File: config.mk
export PLATFORM = sky130hd
export DESIGN_NAME = perceptron_classifier
export DESIGN_NICKNAME = d
export VERILOG_FILES = /design/src/rtl/perceptron_classifier.sv
export SDC_FILE = /design/constraint.sdc
export NUM_CORES = 1
export LEC_CHECK = 0
export CORE_MARGIN = 10
export CORE_UTILIZATION = 41
export DETAILED_ROUTE_END_ITERATION = 6
export PLACE_DENSITY = 0.68
export SKIP_LAST_GASP = 1
export SLEW_MARGIN = 20
export SYNTH_ARGS = -nofsm -noshare
export SYNTH_HDL_FRONTEND = slang
export SYNTH_SLANG_ARGS = --single-unit
File: constraint.sdc
create_clock -name clk -period 6.75 [get_ports clk]
set_input_delay 1.35 -clock clk [delete_from_list [all_inputs] [get_ports clk]]
set_output_delay 1.35 -clock clk [all_outputs]
set_load 0.1 [all_outputs]
File: src/rtl/perceptron_classifier.sv
// Two-input perceptron inference engine with a shared 14x7 signed multiplier.
// It classifies Q3.4 samples against loaded Q6.8 weights and keeps saturating error/sample statistics.
module perceptron_classifier (
    input  logic        clk,
    input  logic        rst,
    input  logic        ld_w,
    input  logic [13:0] w1_in,
    input  logic [13:0] w2_in,
    input  logic [13:0] b_in,
    input  logic        in_valid,
    output logic        in_ready,
    input  logic [6:0]  x1_in,
    input  logic [6:0]  x2_in,
    input  logic [1:0]  t_in,
    output logic        out_valid,
    input  logic        out_ready,
    output logic [13:0] y_in,
    output logic [1:0]  y_class,
    output logic        mismatch,
    input  logic        clr_stats,
    output logic [7:0]  err_count,
    output logic [7:0]  sample_count
);

    typedef enum logic [1:0] {
        IDLE = 2'd0,
        MUL1 = 2'd1,
        MUL2 = 2'd2,
        OUT  = 2'd3
    } state_t;

    state_t      state;
    state_t      state_nx;

    logic [13:0] w1;
    logic [13:0] w2;
    logic [13:0] b;
    logic [13:0] acc;
    logic [6:0]  x1;
    logic [6:0]  x2;
    logic [1:0]  t;
    logic [7:0]  err_cnt;
    logic [7:0]  smp_cnt;

    logic [13:0] mul_w;
    logic [6:0]  mul_x;
    logic [17:0] prod;
    logic [13:0] p;
    logic [3:0]  frac_unused;
    logic        t_unused;
    logic        accept;
    logic        handshake;

    // in_ready is gated by rst so it reads low for the whole reset pulse.
    assign in_ready  = (state == IDLE) && !rst;
    assign out_valid = (state == OUT);
    assign accept    = in_valid && in_ready;
    assign handshake = out_valid && out_ready;

    always_ff @(posedge clk or posedge rst) begin
        if (rst) begin
            state <= IDLE;
        end else begin
            // NOTE: every clocked register uses <= so all flops see pre-edge values.
            state <= state_nx;
        end
    end

    always_comb begin
        // NOTE: default first so no path through the case leaves state_nx unassigned (no latch).
        state_nx = state;
        case (state)
            IDLE:    if (accept)    state_nx = MUL1;
            MUL1:                   state_nx = MUL2;
            MUL2:                   state_nx = OUT;
            OUT:     if (out_ready) state_nx = IDLE;
            default:                state_nx = IDLE;
        endcase
    end

    // Single multiplier: operands steered by the current multiply phase.
    always_comb begin
        mul_w = w1;
        mul_x = x1;
        if (state == MUL2) begin
            mul_w = w2;
            mul_x = x2;
        end
    end

    // Low 18 bits of the sign-extended product hold bits [17:4] of the 21-bit result,
    // which is the arithmetic shift by 4 truncated to 14 bits.
    assign prod             = {{4{mul_w[13]}}, mul_w} * {{11{mul_x[6]}}, mul_x};
    assign {p, frac_unused} = prod;

    always_ff @(posedge clk or posedge rst) begin
        if (rst) begin
            w1 <= '0;
            w2 <= '0;
            b  <= '0;
        end else if (state == IDLE && ld_w) begin
            w1 <= w1_in;
            w2 <= w2_in;
            b  <= b_in;
        end
    end

    always_ff @(posedge clk or posedge rst) begin
        if (rst) begin
            x1 <= '0;
            x2 <= '0;
            t  <= '0;
        end else if (accept) begin
            x1 <= x1_in;
            x2 <= x2_in;
            t  <= t_in;
        end
    end

    always_ff @(posedge clk or posedge rst) begin
        if (rst) begin
            acc <= '0;
        end else begin
            case (state)
                MUL1:    acc <= b + p;
                MUL2:    acc <= acc + p;
                default: acc <= acc;
            endcase
        end
    end

    // Clear wins over a coincident handshake; both counters stick at 8'hFF.
    always_ff @(posedge clk or posedge rst) begin
        if (rst) begin
            err_cnt <= '0;
            smp_cnt <= '0;
        end else if (clr_stats) begin
            err_cnt <= '0;
            smp_cnt <= '0;
        end else if (handshake) begin
            if (smp_cnt != 8'hFF) smp_cnt <= smp_cnt + 8'd1;
            if (mismatch && err_cnt != 8'hFF) err_cnt <= err_cnt + 8'd1;
        end
    end

    // Only the sign bit of the label matters: 01 is +1, 11 is -1.
    assign t_unused     = t[0];
    assign y_in         = acc;
    assign y_class      = acc[13] ? 2'b11 : 2'b01;
    assign mismatch     = (acc == 14'd0) || (acc[13] ^ t[1]);
    assign err_count    = err_cnt;
    assign sample_count = smp_cnt;

endmodule
==> flow_summary_export.csv, run 1 <==
group,metric,value,unit
clock_tree,numCtsBuffers,9,
yosys,synthCells,727,
worst_hold_path,hp-class,"flip-flop to flip-flop",
die,die_area,0.0242,mm2
grt,antenna_found_initial,0,
sta,fin_crit_sh,96.8,%
placed_design,io_buffers,96,
die,core,0.0180,mm2
final_layout,final_common_cell,"clkdlybuf4s50_1",
detailed_routing,via_per_inst,4.95,
setup_path,path_max_fanout,6,
setup_path,worstSetupPathType,"flip-flop to flip-flop",
die,num_rows,49,
final_layout,antennaDiodeCount,0,
yosys,ys_ff_latch,89,
setup_path,start_kind,"flip-flop",
setup_path,critical_path.slowest_cell,"fa_1",
sta,fmax,153,MHz
yosys,ys_warn_count,0,
sta,finClkSkew,4.77,ps
detailed_routing,drtIter0Drc,175,
yosys,syn-num-nets,909,
setup_path,reg2reg_depth,27,
setup_path,worstPathArrival,6770,ps
job,drv_cap,0,
yosys,async_reset_ff_share,100,%
worst_hold_path,hold_depth,1,
sta,rsz0062_at_grt,"true",
placed_design,place_area,0.00911,mm2
setup_path,required,6980,ps
yosys,synth-edff-count,0,
final_layout,n_fill_cell,1674,
final_layout,nets,1055,
die,die_y,155,um
sta,finalHoldViolCount,0,
status,status,"completed",
setup_path,end_kind,"flip-flop",
grt,grt_max_degree,55,
detailed_routing,wl,16600,um
yosys,yosysTopAreaCellShare,29.6,%
clock_tree,cts_num_sinks,89,
clock_tree,path_clk_slew,60,ps
detailed_routing,routed-wl-met3,859,um
clock_tree,clockBufferDepth,2,
detailed_routing,ant_nets,0,
yosys,ys_seq_area_share,29.6,%
detailed_routing,drt-met1-wl,7740,um
detailed_routing,dr.max_layer_used,"met4",
yosys,synth.cell_area,0.00752,mm2
die,die_width,155,um
clock_tree,clock-root-buffer,"clkbuf_16",
sta,slew_headroom,29.3,%
setup_path,crit_buf_inv,6,
placed_design,dp_hpwl,13200,um
final_layout,stdcell_area,0.00959,mm2
yosys,synth_area_leaders,"dfrtp_1 (30%), fa_1 (17%), mux2_2 (13%)",
final_layout,drive_gt1_share,22.8,%
grt,overflow,0,
setup_path,crit_cells,27,
setup_path,cp_top_family,"adder cells",
detailed_routing,route.met2.wl,7780,um
final_layout,regArea,0.00223,mm2
detailed_routing,vias,5476,
clock_tree,h-tree-depth,3,
yosys,yosys.area.top_type,"dfrtp_1",
yosys,synthFlopType,"dfrtp_1",
placed_design,routabilityCongestion,0.839,
die,io_pins,99,
yosys,syn_area_per_cell,10.3,um2
setup_path,critPathMaxStageDelay,570,ps
sta,period_needed,6540,ps
final_layout,fin_util,53.2,%
die,initial_core_util,41.7,%
sta,finalMaxSlewViolations,0,
sta,tightestPinTransition,1060,ps
clock_tree,clkLatencyLatePin,340,ps
detailed_routing,drcViolationCount,0,
grt,grt_pass1_wl,28100,um
detailed_routing,firstDrtPassIters,4,
grt,grtUsageTotal,14.0,%
sta,setup_violations,0,
final_layout,final_cell_mix,"clkdlybuf4s50_1 (96), inv_1 (95), dfrtp_1 (89)",
grt,grt_pass1_vias,5832,
final_layout,multi_input_area,0.00494,mm2
yosys,synth_cell_type_count,49,
detailed_routing,wl_per_cell,15.0,um
clock_tree,tritoncts,"built",
final_layout,area_growth,27.5,%
==> final timing paths <==
| path | from | slack [ps] | endpoint |
|---|---|---|---|
| max | state[0]$_DFFE_PP0P_ | 210 | y_in[13]$_DFFE_PP0P_ |
| min | b[11]$_DFFE_PP0P_ | 500 | b[11]$_DFFE_PP0P_ |
| max reg2reg | state[0]$_DFFE_PP0P_ | 210 | y_in[13]$_DFFE_PP0P_ |
| min reg2reg | b[11]$_DFFE_PP0P_ | 500 | b[11]$_DFFE_PP0P_ |
| max in group asynchronous | rst | 4240 | b[13]$_DFFE_PP0P_ |
| min in group asynchronous | rst | 1410 | err_count[0]$_DFFE_PP0P_ |
==> cells in the mapped netlist, types with 2 or more instances <==
cell type and count:
dfrtp_1 89, fa_1 64, nor2b_1 4, a21oi_1 17, or3_1 4, and2_1 10, mux2i_1 24, a21o_1 5
o21bai_1 2, xnor2_1 34, ha_1 54, nor2_1 83, xor2_1 14, o311ai_0 2, nand4_1 5, nand3b_1 3
o21ai_0 10, a31oi_1 4, nand2_1 25, a211oi_1 2, or4_1 2, inv_1 96, nand2b_1 9, buf_4 2
and3_1 5, nor3_1 10, clkbuf_1 12, buf_2 2, buf_1 6, or2_2 16, o211ai_1 2, mux2_2 84
nand3_1 10
==> worst reg2reg max path: cells and delay by family, from the launching register on <==
family	cells	cell delay [ps]
buffers and inverters	6	520
adder cells (fa/ha/maj)	7	2810
XOR/XNOR	3	390
flip-flops	1	350
AO/OA/AOI/OAI	7	1500
multiplexers	2	410
AND/OR/NAND/NOR	2	450
==> routing by layer <==
| layer | vias up | GRT usage, % |
|---|---|---|
| met5 | - | 0 |
| met4 | 0 | 3.88 |
| met3 | 17 | 3.42 |
| met2 | 119 | 23.0 |
| met1 | 2677 | 18.1 |
| li1 | 2663 | - |
==> registers in the layout (all words and copies together) (netlist names) <==
signal	cells
b	14
err_count	8
sample_count	8
state	2
t	1
w1	14
w2	14
x1	7
x2	7
y_in	14
==> layout make-up <==
class / count / area share, %
Timing Repair Buffer: 158 / 15.2
Clock buffer: 9 / 2.35
Inverter: 96 / 3.77
Sequential cell: 89 / 23.2
Multi-Input combinational cell: 519 / 51.5
Tap cell: 229 / 2.99
Clock inverter: 7 / 0.978
==> logic make-up (layout without fill, tap and decap cells) <==
logic type      after synthesis  after routing  synth area share, %
fa+ha+maj                   118            118                 26.0
compound gates               53             53                 4.52
buf+inv                     119            270                 6.17
xor+xnor                     48             48                 5.59
simple gates                191            191                 12.3
flops                        89             89                 29.6
other cells                   1              1               0.0499
mux                         108            108                 15.8
==> through the flow <==
| stage | setup slack, ps | setup TNS [ps] | hold WS [ps] | instances |
|---|---|---|---|---|
| 6_report | 214 | 0 | 503 | 1107 |
| 5_1_grt | -138 | -138 | 522 | 1107 |
| 4_1_cts | 37.1 | 0 | 505 | 1101 |
| 3_5_place_dp | -145 | -145 | 490 | 1082 |
| 3_3_place_gp | -99.9 | -99.9 | 487 | 1082 |
| 2_1_floorplan | 20.6 | 0 | 474 | 727 |
==> repair_timing <==
| item | CTS | global route |
|---|---|---|
| resized for setup | 1 | 17 |
| hold buffers | 0 | 0 |
| pin swaps | 1 | 2 |
| setup endpoints to repair | 1 | 3 |
| setup buffers | 3 | 6 |
Power of run 1 is not shown: default switching activity piles up to over one toggle a cycle in this logic, so the estimate is an artifact.
==> run 2: changes to the inputs <==
--- a/config.mk
+++ b/config.mk
@@ -8,9 +8,11 @@
 export CORE_MARGIN = 10
 export CORE_UTILIZATION = 41
 export DETAILED_ROUTE_END_ITERATION = 6
+export GPL_ROUTABILITY_DRIVEN = 1
+export MAX_ROUTING_LAYER = met4
 export PLACE_DENSITY = 0.68
 export SKIP_LAST_GASP = 1
-export SLEW_MARGIN = 20
+export SLEW_MARGIN = 5
 export SYNTH_ARGS = -nofsm -noshare
 export SYNTH_HDL_FRONTEND = slang
 export SYNTH_SLANG_ARGS = --single-unit
==> flow_summary_export.csv, run 2 (synthesis gave the netlist of run 1 again) <==
group,metric,value,unit
die,io_pins,99,
die,num_rows,49,
sta,finalHoldViolCount,0,
die,die_area,0.0242,mm2
final_layout,final_common_cell,"clkdlybuf4s50_1",
clock_tree,tritoncts,"built",
setup_path,required,6980,ps
placed_design,dp_hpwl,13200,um
placed_design,io_buffers,96,
sta,fin_crit_sh,96.9,%
grt,grtUsageTotal,14.4,%
sta,rsz0062_at_grt,"true",
die,die_y,155,um
detailed_routing,drcViolationCount,0,
detailed_routing,wl,16500,um
final_layout,drive_gt1_share,22.6,%
grt,grt_pass1_wl,28000,um
setup_path,worstSetupPathType,"flip-flop to flip-flop",
setup_path,path_max_fanout,7,
die,die_width,155,um
placed_design,place_area,0.00911,mm2
detailed_routing,via_per_inst,4.96,
clock_tree,clock-root-buffer,"clkbuf_16",
placed_design,routabilityCongestion,0.852,
setup_path,end_kind,"flip-flop",
sta,fin_hold_ws,503,ps
die,initial_core_util,41.7,%
clock_tree,path_clk_slew,60,ps
die,core,0.0180,mm2
clock_tree,clkLatencyLatePin,350,ps
detailed_routing,vias,5482,
final_layout,final_cell_mix,"clkdlybuf4s50_1 (96), inv_1 (95), dfrtp_1 (89)",
job,drv_cap,0,
setup_path,worstPathArrival,6770,ps
clock_tree,numCtsBuffers,9,
final_layout,area_growth,27.1,%
detailed_routing,wl_per_cell,14.9,um
placed_design,place_inst,1082,
detailed_routing,firstDrtPassIters,4,
sta,finalMaxSlewViolations,0,
worst_hold_path,hp-class,"flip-flop to flip-flop",
final_layout,finalNonFillerCells,1106,
final_layout,antennaDiodeCount,0,
sta,finClkSkew,4.87,ps
sta,period_needed,6540,ps
detailed_routing,ant_nets,0,
setup_path,start_kind,"flip-flop",
grt,antenna_found_initial,0,
clock_tree,cts_num_sinks,89,
clock_tree,ctsHoldBuffers,0,
final_layout,nets,1054,
grt,grt_pass1_vias,5836,
final_layout,stdcell_area,0.00956,mm2
setup_path,critical_path.slowest_cell,"fa_1",
grt,grt_max_degree,55,
detailed_routing,drtIter0Drc,230,
sta,fmax,153,MHz
setup_path,crit_buf_inv,6,
sta,slew_headroom,30.0,%
setup_path,cp_top_family,"adder cells",
setup_path,critPathMaxStageDelay,560,ps
status,status,"completed",
sta,tightestPinTransition,1050,ps
clock_tree,clockBufferDepth,2,
grt,overflow,0,
clock_tree,h-tree-depth,3,
sta,setup_violations,0,
==> run 2: changes by cell type in the layout (fill, tap and decap cells not counted), sizes merged <==
cell,before,now
clkbuf,10,9
==> run 2: routing by layer <==
layer	track usage, %	routed length [um]
met1	18.3	7850
met5	-	0
met3	3.09	741
met2	23.0	7690
met4	3.88	197
==> run 2: layout make-up <==
class | instances | area [um2]
Fill cell | 1679 | 8460
Timing Repair Buffer | 157 | 1440
Clock buffer | 9 | 225
Sequential cell | 89 | 2230
Multi-Input combinational cell | 519 | 4930
Clock inverter | 7 | 93.8
Tap cell | 229 | 287
Inverter | 96 | 362
==> run 2: timing repair <==
item | in CTS | in global routing
buffers inserted | 3 | 5
resized for setup | 1 | 16
setup endpoints to repair | 1 | 3
pin swaps | 1 | 2
==> run 2: worst reg2reg max path, stage by stage, from the launching register on <==
cell,delay (ps)
dfrtp_1,380
inv_1,100
ha_4,220
buf_6,150
buf_4,120
mux2i_2,220
nand2_1,110
fa_1,510
fa_1,570
inv_1,60
fa_1,530
inv_1,50
fa_1,520
inv_1,40
ha_1,290
and3_1,160
a221o_1,370
a31oi_4,180
o211ai_1,160
a31o_2,260
a21oi_1,170
xnor2_1,140
ha_1,260
a21o_1,180
a31oi_1,180
xnor2_1,160
xnor2_1,90
mux2_2,250
==> run 2: worst paths after layout <==
path                       depth (start not counted)  slack, ps                        to            startpoint
setup / recovery                                  27        210      y_in[13]$_DFFE_PP0P_  state[0]$_DFFE_PP0P_
max in group asynchronous                          3       4230         b[13]$_DFFE_PP0P_                   rst
setup reg to reg                                  27        210      y_in[13]$_DFFE_PP0P_  state[0]$_DFFE_PP0P_
hold / removal                                     1        500         b[11]$_DFFE_PP0P_     b[11]$_DFFE_PP0P_
hold reg to reg                                    1        500         b[11]$_DFFE_PP0P_     b[11]$_DFFE_PP0P_
min in group asynchronous                          2       1410  err_count[0]$_DFFE_PP0P_                   rst
==> run 2: through the flow <==
step	worst slack (ps)	utilization [%]	setup TNS, ps
floorplan	20.6	-	0
global placement	-99.9	50.5	-99.9
detailed placement	-145	50.5	-145
CTS	37.1	52.5	0
global route	-131	53.0	-131
finish	212	53.0	0
Power of run 2 is left out for the same reason.
==> run 3: changes to the inputs <==
--- a/config.mk
+++ b/config.mk
@@ -7,6 +7,7 @@
 export LEC_CHECK = 0
 export CORE_MARGIN = 10
 export CORE_UTILIZATION = 41
+export CTS_BUF_LIST = sky130_fd_sc_hd__clkbuf_16
 export DETAILED_ROUTE_END_ITERATION = 6
 export GPL_ROUTABILITY_DRIVEN = 1
 export MAX_ROUTING_LAYER = met4
==> results of run 3 <==
The final DEF is identical to that of run 2; final timing and power are the same.
Power of run 3 is left out for the same reason.
